[config.mk]
export PLATFORM = sky130hd
export DESIGN_NAME = ariane_multihart_host
export DESIGN_NICKNAME = d
export VERILOG_FILES = /design/src/rtl/ariane_host_pkg.sv /design/src/rtl/ariane_host_hart_slot.sv /design/src/rtl/ariane_multihart_host.sv
export SDC_FILE = /design/constraint.sdc
export NUM_CORES = 1
export LEC_CHECK = 0
export ABC_AREA = 1
export BUFFER_PORTS_ARGS = -buffer_cell sky130_fd_sc_hd__buf_2
export CAP_MARGIN = 20
export CORE_AREA = 2 2 307 309
export CTS_CLUSTER_DIAMETER = 40
export CTS_CLUSTER_SIZE = 28
export DETAILED_ROUTE_END_ITERATION = 10
export DIE_AREA = 0 0 309 311
export SLEW_MARGIN = 40
export SYNTH_ARGS = -nofsm -noshare
export SYNTH_HDL_FRONTEND = slang
export SYNTH_HIERARCHICAL = 1
export SYNTH_SLANG_ARGS = --single-unit
[constraint.sdc]
create_clock -name clk_i -period 7.7 [get_ports clk_i]
set_input_delay 0.385 -clock clk_i [delete_from_list [all_inputs] [get_ports clk_i]]
set_output_delay 0.385 -clock clk_i [all_outputs]
set_load 0.05 [all_outputs]
[src/rtl/ariane_host_pkg.sv]
`default_nettype none
// ============================================================================
//  Module      : ariane_host_pkg
//  Description : Shared constants, state encoding and report helper for the
//                multi-hart simulation host monitor.
//  Revision    : 1.0 - initial release
// ============================================================================
package ariane_host_pkg;

    // Environment-call exception causes (U, S and M mode)
    localparam logic [63:0] c_CAUSE_ECALL_U = 64'h8;
    localparam logic [63:0] c_CAUSE_ECALL_S = 64'h9;
    localparam logic [63:0] c_CAUSE_ECALL_M = 64'hB;

    typedef enum logic [1:0] {
        ST_RUN     = 2'd0,
        ST_DRAIN   = 2'd1,
        ST_DONE    = 2'd2,
        ST_TIMEOUT = 2'd3
    } host_state_e;

    // True for any of the three environment-call causes
    function automatic logic is_ecall_cause(input logic [63:0] cause);
        return (cause == c_CAUSE_ECALL_U) || (cause == c_CAUSE_ECALL_S) ||
               (cause == c_CAUSE_ECALL_M);
    endfunction

    // Milli-IPC; a zero cycle count reports as zero instead of dividing
    function automatic logic [63:0] calc_mipc(input logic [63:0] instret,
                                              input logic [63:0] cycle);
        logic [63:0] scaled;
        scaled = instret * 64'd1000;
        return (cycle == 64'd0) ? 64'd0 : (scaled / cycle);
    endfunction

endpackage
`default_nettype wire

[src/rtl/ariane_host_hart_slot.sv]
`default_nettype none
// ============================================================================
//  Module      : ariane_host_hart_slot
//  Description : Per-hart ecall detector and one-shot capture of the cycle,
//                instret and exit code observed at the hart's first ecall.
//  Revision    : 1.0 - initial release
// ============================================================================
module ariane_host_hart_slot
    import ariane_host_pkg::*;
(
    input  logic        clk_i,
    input  logic        rst_ni,
    input  logic        capture_en_i,
    input  logic        ex_i,
    input  logic [63:0] cause_i,
    input  logic [63:0] exit_code_i,
    input  logic [63:0] cycle_i,
    input  logic [63:0] instret_i,
    output logic        capture_o,
    output logic        done_o,
    output logic [63:0] fin_cycle_o,
    output logic [63:0] fin_instret_o,
    output logic [63:0] exit_code_o
);

    logic        done_q,    done_d;
    logic [63:0] cycle_q,   cycle_d;
    logic [63:0] instret_q, instret_d;
    logic [63:0] code_q,    code_d;

    // Only the first ecall seen while the host is running is recorded
    assign capture_o = capture_en_i && ex_i && is_ecall_cause(cause_i) && !done_q;

    // Next-state: load all three captures together on the first ecall
    always_comb begin
        done_d    = done_q;
        cycle_d   = cycle_q;
        instret_d = instret_q;
        code_d    = code_q;
        if (capture_o) begin
            done_d    = 1'b1;
            cycle_d   = cycle_i;
            instret_d = instret_i;
            code_d    = exit_code_i;
        end
    end

    // Capture registers with asynchronous clear
    always_ff @(posedge clk_i or negedge rst_ni) begin
        if (!rst_ni) begin
            done_q    <= 1'b0;
            cycle_q   <= 64'd0;
            instret_q <= 64'd0;
            code_q    <= 64'd0;
        end else begin
            done_q    <= done_d;
            cycle_q   <= cycle_d;
            instret_q <= instret_d;
            code_q    <= code_d;
        end
    end

    assign done_o        = done_q;
    assign fin_cycle_o   = cycle_q;
    assign fin_instret_o = instret_q;
    assign exit_code_o   = code_q;

endmodule
`default_nettype wire

[src/rtl/ariane_multihart_host.sv]
`default_nettype none
// ============================================================================
//  Module      : ariane_multihart_host
//  Description : Simulation host that watches every hart for its first ecall,
//                drains for a few clocks once all harts finished, guards the
//                run with a watchdog and prints a per-hart report at the end.
//  Revision    : 1.0 - initial release
// ============================================================================
module ariane_multihart_host
    import ariane_host_pkg::*;
#(
    parameter int unsigned NR_HARTS       = 2,
    parameter int unsigned TIMEOUT_CYCLES = 1000000,
    parameter int unsigned DRAIN_CYCLES   = 16,
    parameter int unsigned FINISH_EN      = 1
) (
    input  logic                           clk_i,
    input  logic                           rst_ni,
    input  logic [NR_HARTS-1:0]            ex_i,
    input  logic [NR_HARTS-1:0][63:0]      cause_i,
    input  logic [NR_HARTS-1:0][63:0]      exit_code_i,
    input  logic [NR_HARTS-1:0][63:0]      cycle_i,
    input  logic [NR_HARTS-1:0][63:0]      instret_i,
    output logic [NR_HARTS-1:0]            hart_done_o,
    output logic [NR_HARTS-1:0][63:0]      fin_cycle_o,
    output logic [NR_HARTS-1:0][63:0]      fin_instret_o,
    output logic                           all_done_o,
    output logic                           timeout_o,
    output logic                           fail_o,
    output logic [1:0]                     state_o
);

    localparam logic        c_WD_EN      = (TIMEOUT_CYCLES != 0);
    localparam logic [31:0] c_WD_LAST    = (TIMEOUT_CYCLES == 0) ? 32'd0 : 32'(TIMEOUT_CYCLES - 1);
    localparam logic [31:0] c_DRAIN_LAST = (DRAIN_CYCLES == 0)   ? 32'd0 : 32'(DRAIN_CYCLES - 1);

    host_state_e                  state_q, state_d;
    logic [31:0]                  wd_q,    wd_d;
    logic [31:0]                  drain_q, drain_d;
    logic [NR_HARTS-1:0]          capture;
    logic [NR_HARTS-1:0]          code_nz;
    logic [NR_HARTS-1:0][63:0]    exit_code;
    logic                         capture_en;

    assign capture_en = (state_q == ST_RUN);

    generate
        for (genvar h = 0; h < int'(NR_HARTS); h++) begin : g_hart
            ariane_host_hart_slot u_slot (
                .clk_i         (clk_i),
                .rst_ni        (rst_ni),
                .capture_en_i  (capture_en),
                .ex_i          (ex_i[h]),
                .cause_i       (cause_i[h]),
                .exit_code_i   (exit_code_i[h]),
                .cycle_i       (cycle_i[h]),
                .instret_i     (instret_i[h]),
                .capture_o     (capture[h]),
                .done_o        (hart_done_o[h]),
                .fin_cycle_o   (fin_cycle_o[h]),
                .fin_instret_o (fin_instret_o[h]),
                .exit_code_o   (exit_code[h])
            );
            assign code_nz[h] = hart_done_o[h] && (exit_code[h] != 64'd0);
        end
    endgenerate

    // Next-state: drain once all harts are done; the watchdog is held off when
    // the final ecall lands on its expiry clock so completion takes priority
    always_comb begin
        state_d = state_q;
        wd_d    = wd_q;
        drain_d = drain_q;
        unique case (state_q)
            ST_RUN: begin
                wd_d = wd_q + 32'd1;
                if (&hart_done_o) begin
                    state_d = ST_DRAIN;
                    drain_d = 32'd0;
                end else if (c_WD_EN && (wd_q == c_WD_LAST) && !(&(hart_done_o | capture))) begin
                    state_d = ST_TIMEOUT;
                end
            end
            ST_DRAIN: begin
                if (drain_q == c_DRAIN_LAST) begin
                    state_d = ST_DONE;
                end else begin
                    drain_d = drain_q + 32'd1;
                end
            end
            default: begin
                state_d = state_q;
            end
        endcase
    end

    // State and counter registers
    always_ff @(posedge clk_i or negedge rst_ni) begin
        if (!rst_ni) begin
            state_q <= ST_RUN;
            wd_q    <= 32'd0;
            drain_q <= 32'd0;
        end else begin
            state_q <= state_d;
            wd_q    <= wd_d;
            drain_q <= drain_d;
        end
    end

    assign all_done_o = (state_q == ST_DONE);
    assign timeout_o  = (state_q == ST_TIMEOUT);
    assign fail_o     = |code_nz;
    assign state_o    = state_q;

`ifndef SYNTHESIS
    logic reported_q;

    // One-shot end-of-run report once a terminal state is reached
    always_ff @(posedge clk_i or negedge rst_ni) begin
        if (!rst_ni) begin
            reported_q <= 1'b0;
        end else if (!reported_q && (state_q == ST_DONE || state_q == ST_TIMEOUT)) begin
            reported_q <= 1'b1;
            for (int h = 0; h < int'(NR_HARTS); h++) begin
                $display("[host] hart %0d done=%0d cycle=%0d instret=%0d exit=%0d mIPC=%0d",
                         h, hart_done_o[h], fin_cycle_o[h], fin_instret_o[h], exit_code[h],
                         calc_mipc(fin_instret_o[h], fin_cycle_o[h]));
            end
            if (state_q == ST_TIMEOUT) begin
                $display("[host] TIMEOUT");
            end else if (fail_o) begin
                $display("[host] FAIL");
            end else begin
                $display("[host] PASS");
            end
            if (FINISH_EN != 0) begin
                $finish;
            end
        end
    end
`endif

endmodule
`default_nettype wire

==> impl_metrics.env <==
export IMPL_leakagePower_uw=0.0179
export IMPL_cts_clk_slew_worst_paths_ns=0.06
export IMPL_portBuffers=778
export IMPL_worstSetupPathType="register to register"
export IMPL_crit_buf_inv=4
export IMPL_hold_viol=0
export IMPL_io_pins=779
export IMPL_cts_tree="built"
export IMPL_wire_per_inst_um=16.7
export IMPL_ant_nets=0
export IMPL_rr_worst_depth=16
export IMPL_startpoint="g_hart[0].u_slot/done_o"
export IMPL_min_path_type="input pin to register"
export IMPL_setup_viol=0
export IMPL_maxCapViolations=0
export IMPL_synth_fp_nets=3164
export IMPL_worst_slew_pin_transition_ns=0.803
export IMPL_whs_endpoint="g_hart[1].u_slot/fin_instret_o[56]"
export IMPL_drt_iter0_drc=2321
export IMPL_antenna_found_initial=12
export IMPL_die_x_um=309
export IMPL_cp_start_kind="register"
export IMPL_utilization=0.357
export IMPL_synth_seq_cells=452
export IMPL_synth_top_cell_area_share=0.533
export IMPL_rows=112
export IMPL_slew_headroom=0.465
export IMPL_die_area_sq_um=96100
export IMPL_layout_common_cells="nand2_1 (1106), buf_2 (777), dfrtp_1 (452)"
export IMPL_clock_latency_ns=0.65
export IMPL_cts_max_level=3
export IMPL_min_path_cells=3
export IMPL_syn_inst=2646
export IMPL_min_period_ns=3.51
export IMPL_fillers=9525
export IMPL_r2r_end="state_o[0]"
export IMPL_cp_max_fo=58
export IMPL_drc=0
export IMPL_ff2ff_setup_slack_ns=4.19
export IMPL_critical_path_top_delay_family="simple AND/OR/NAND/NOR gates"
export IMPL_slowest_delay_ns=0.58
export IMPL_cts_resized=0
export IMPL_fin_tns_setup_ns=0
export IMPL_multi_input_area_sq_um=8830
export IMPL_layout_cells_most_common="nand2_1"
export IMPL_crit_required_ns=8.21
export IMPL_dpl_hpwl_um=55300
export IMPL_fin_crit_sh=0.456
export IMPL_yosysWarnings=6
export IMPL_cp_cell_sequence="nor3_1 > nand3_1 > nor2_4 > buf_4 > nand3_4 > buf_4 > inv_1 > inv_1 > nand2_1 > o21ai_0 > nand3_1 > nor2_1 > nand2_1 > nand2_1 > nand2_1 > nand2_1"
export IMPL_drive_gt1_frac=0.266
export IMPL_core_area_sq_um=92800
export IMPL_grt_total_usage=0.169
export IMPL_fmax_mhz=285
export IMPL_synth_cell_type_count=24
export IMPL_area_delta_synth_final_pct=55.9
export IMPL_reg2reg_from="g_hart[0].u_slot/done_o"
export IMPL_drt_total_wl_um=84500
export IMPL_endpoint_kind="register"
export IMPL_yosys_top_cells_area="dfrtp_1 (53%), nand2_1 (20%), nand4_1 (12%)"
export IMPL_overflow=0
export IMPL_status="complete, no violations"
export IMPL_via_per_inst=4.55
export IMPL_cts_made_buffers=89
export IMPL_ys_seq_area_frac=0.533
export IMPL_synth_top_area_cell="dfrtp_1"
export IMPL_fin_hold_ws_ns=0.0533
export IMPL_cts_buffer_depth=3
export IMPL_seq_area_sq_um=11300
export IMPL_gp_congestion=0.890
export IMPL_syn_area_sq_um=21200
export IMPL_irDropWorstVdd_mv=0.144
export IMPL_clockRootBuffer="clkbuf_16"
export IMPL_grt_pass1_vias=23000
export IMPL_skew_ns=0.0340
export IMPL_p_per_area_nw_per_um2=209
export IMPL_die_h_um=311
export IMPL_synth_avg_cell_area_sq_um=8.02
export IMPL_rsz0062_at_grt="false"
export IMPL_cp_arrival_ns=4.02
export IMPL_grt_pass1_wl_um=130000
export IMPL_cpMostUsedCell="nand2_1"
export IMPL_grt_max_degree=194
export IMPL_cts_sinks=452
export IMPL_fin_nets=4237
export IMPL_crit_slowest_cell="dfrtp_1"
export IMPL_min_from="instret_i[120]"
export IMPL_start_util=0.229
export IMPL_drt_first_pass_iters=6
export IMPL_slew_viol_final=0
export IMPL_vias=23000
how the worst max path moves through the flow:
| stage | to | slack (ns) | cells after the start |
|---|---|---|---|
| floorplan | state_o[0] | 4.85 | 20 |
| global placement | state_o[0] | 3.93 | 19 |
| detailed placement | state_o[0] | 3.96 | 19 |
| CTS | state_o[0] | 4.19 | 16 |
| global route | state_o[0] | 3.83 | 16 |
| finish | state_o[0] | 4.19 | 16 |
state kept, by name, indices dropped and copies added (netlist names):
register                     count
state_o                          2
drain_q                         32
wd_q                            32
g_hart.u_slot/fin_cycle_o      128
g_hart.u_slot/fin_instret_o    128
g_hart.u_slot/done_o             2
g_hart.u_slot/exit_code_o      128
cell type report:
type,count,share of cell area
sequential,452,0.342
multi-input combinational,1951,0.267
timing repair buffer,1161,0.238
clock buffer,111,0.0741
tap,1254,0.0474
clock inverter,54,0.0233
inverter,64,0.00726
antenna,7,0.000530
synth_stat cells:
cell type and n:
nand2_1 1106, dfrtp_1 452, nand4_1 392, nor2_1 288
buf_2 161, nand3_1 78, inv_1 64, nand3_2 17
clkbuf_1 14, or2_2 12, xnor2_1 11, xor2_1 11
o21ai_0 8, nor2_2 7, nand3b_1 6, nor3_1 5
buf_6 3, nor2_4 3, a21oi_1 2, ha_1 2
buf_1 1, nand2_2 1, nand3b_2 1, o21ai_4 1
metrics by stage:
stage / std cells / worst slack [ns] / total power, uW / area, sq um
finish: 5054 / 4.19 / 6900 / 33100
CTS: 5042 / 4.19 / 6990 / 32900
floorplan: 2646 / 4.85 / 2430 / 21200
detailed placement: 4523 / 3.96 / 2620 / 26100
global placement: 4520 / 3.93 / 2620 / 26100
global route: 5054 / 3.83 / 7150 / 33100
tightest hold or removal path: stages:
cell and delay (ns):
buf_2 0.12, nand4_1 0.10, nand2_1 0.06
power breakdown:
| group | total, uW | switching (uW) | internal, uW |
|---|---|---|---|
| logic | 365 | 144 | 221 |
| registers | 2380 | 0 | 2380 |
| clock network | 4160 | 1410 | 2750 |
per-layer routing:
| layer | global-route usage | wire [um] | vias to the layer above |
|---|---|---|---|
| met5 | 0 | 30 | - |
| met4 | 0.0820 | 3670 | 4 |
| met3 | 0.0399 | 6390 | 222 |
| met2 | 0.267 | 38500 | 973 |
| met1 | 0.216 | 35800 | 10900 |
| li1 | - | - | 10900 |
logic make-up after synthesis:
family          after synthesis  synth area share
fa+ha+maj                     2           0.00118
compound gates               11           0.00313
xor+xnor                     22           0.00908
simple gates               1916             0.400
flops                       452             0.533
buf+inv                     243            0.0535
timing repair:
item | 4_1_cts | 5_1_grt
hold buffers | 354 | 0
hold endpoints to repair | 428 | 0
setup buffers | 0 | 0
No activity file was read; power rests on OpenSTA's default activity.
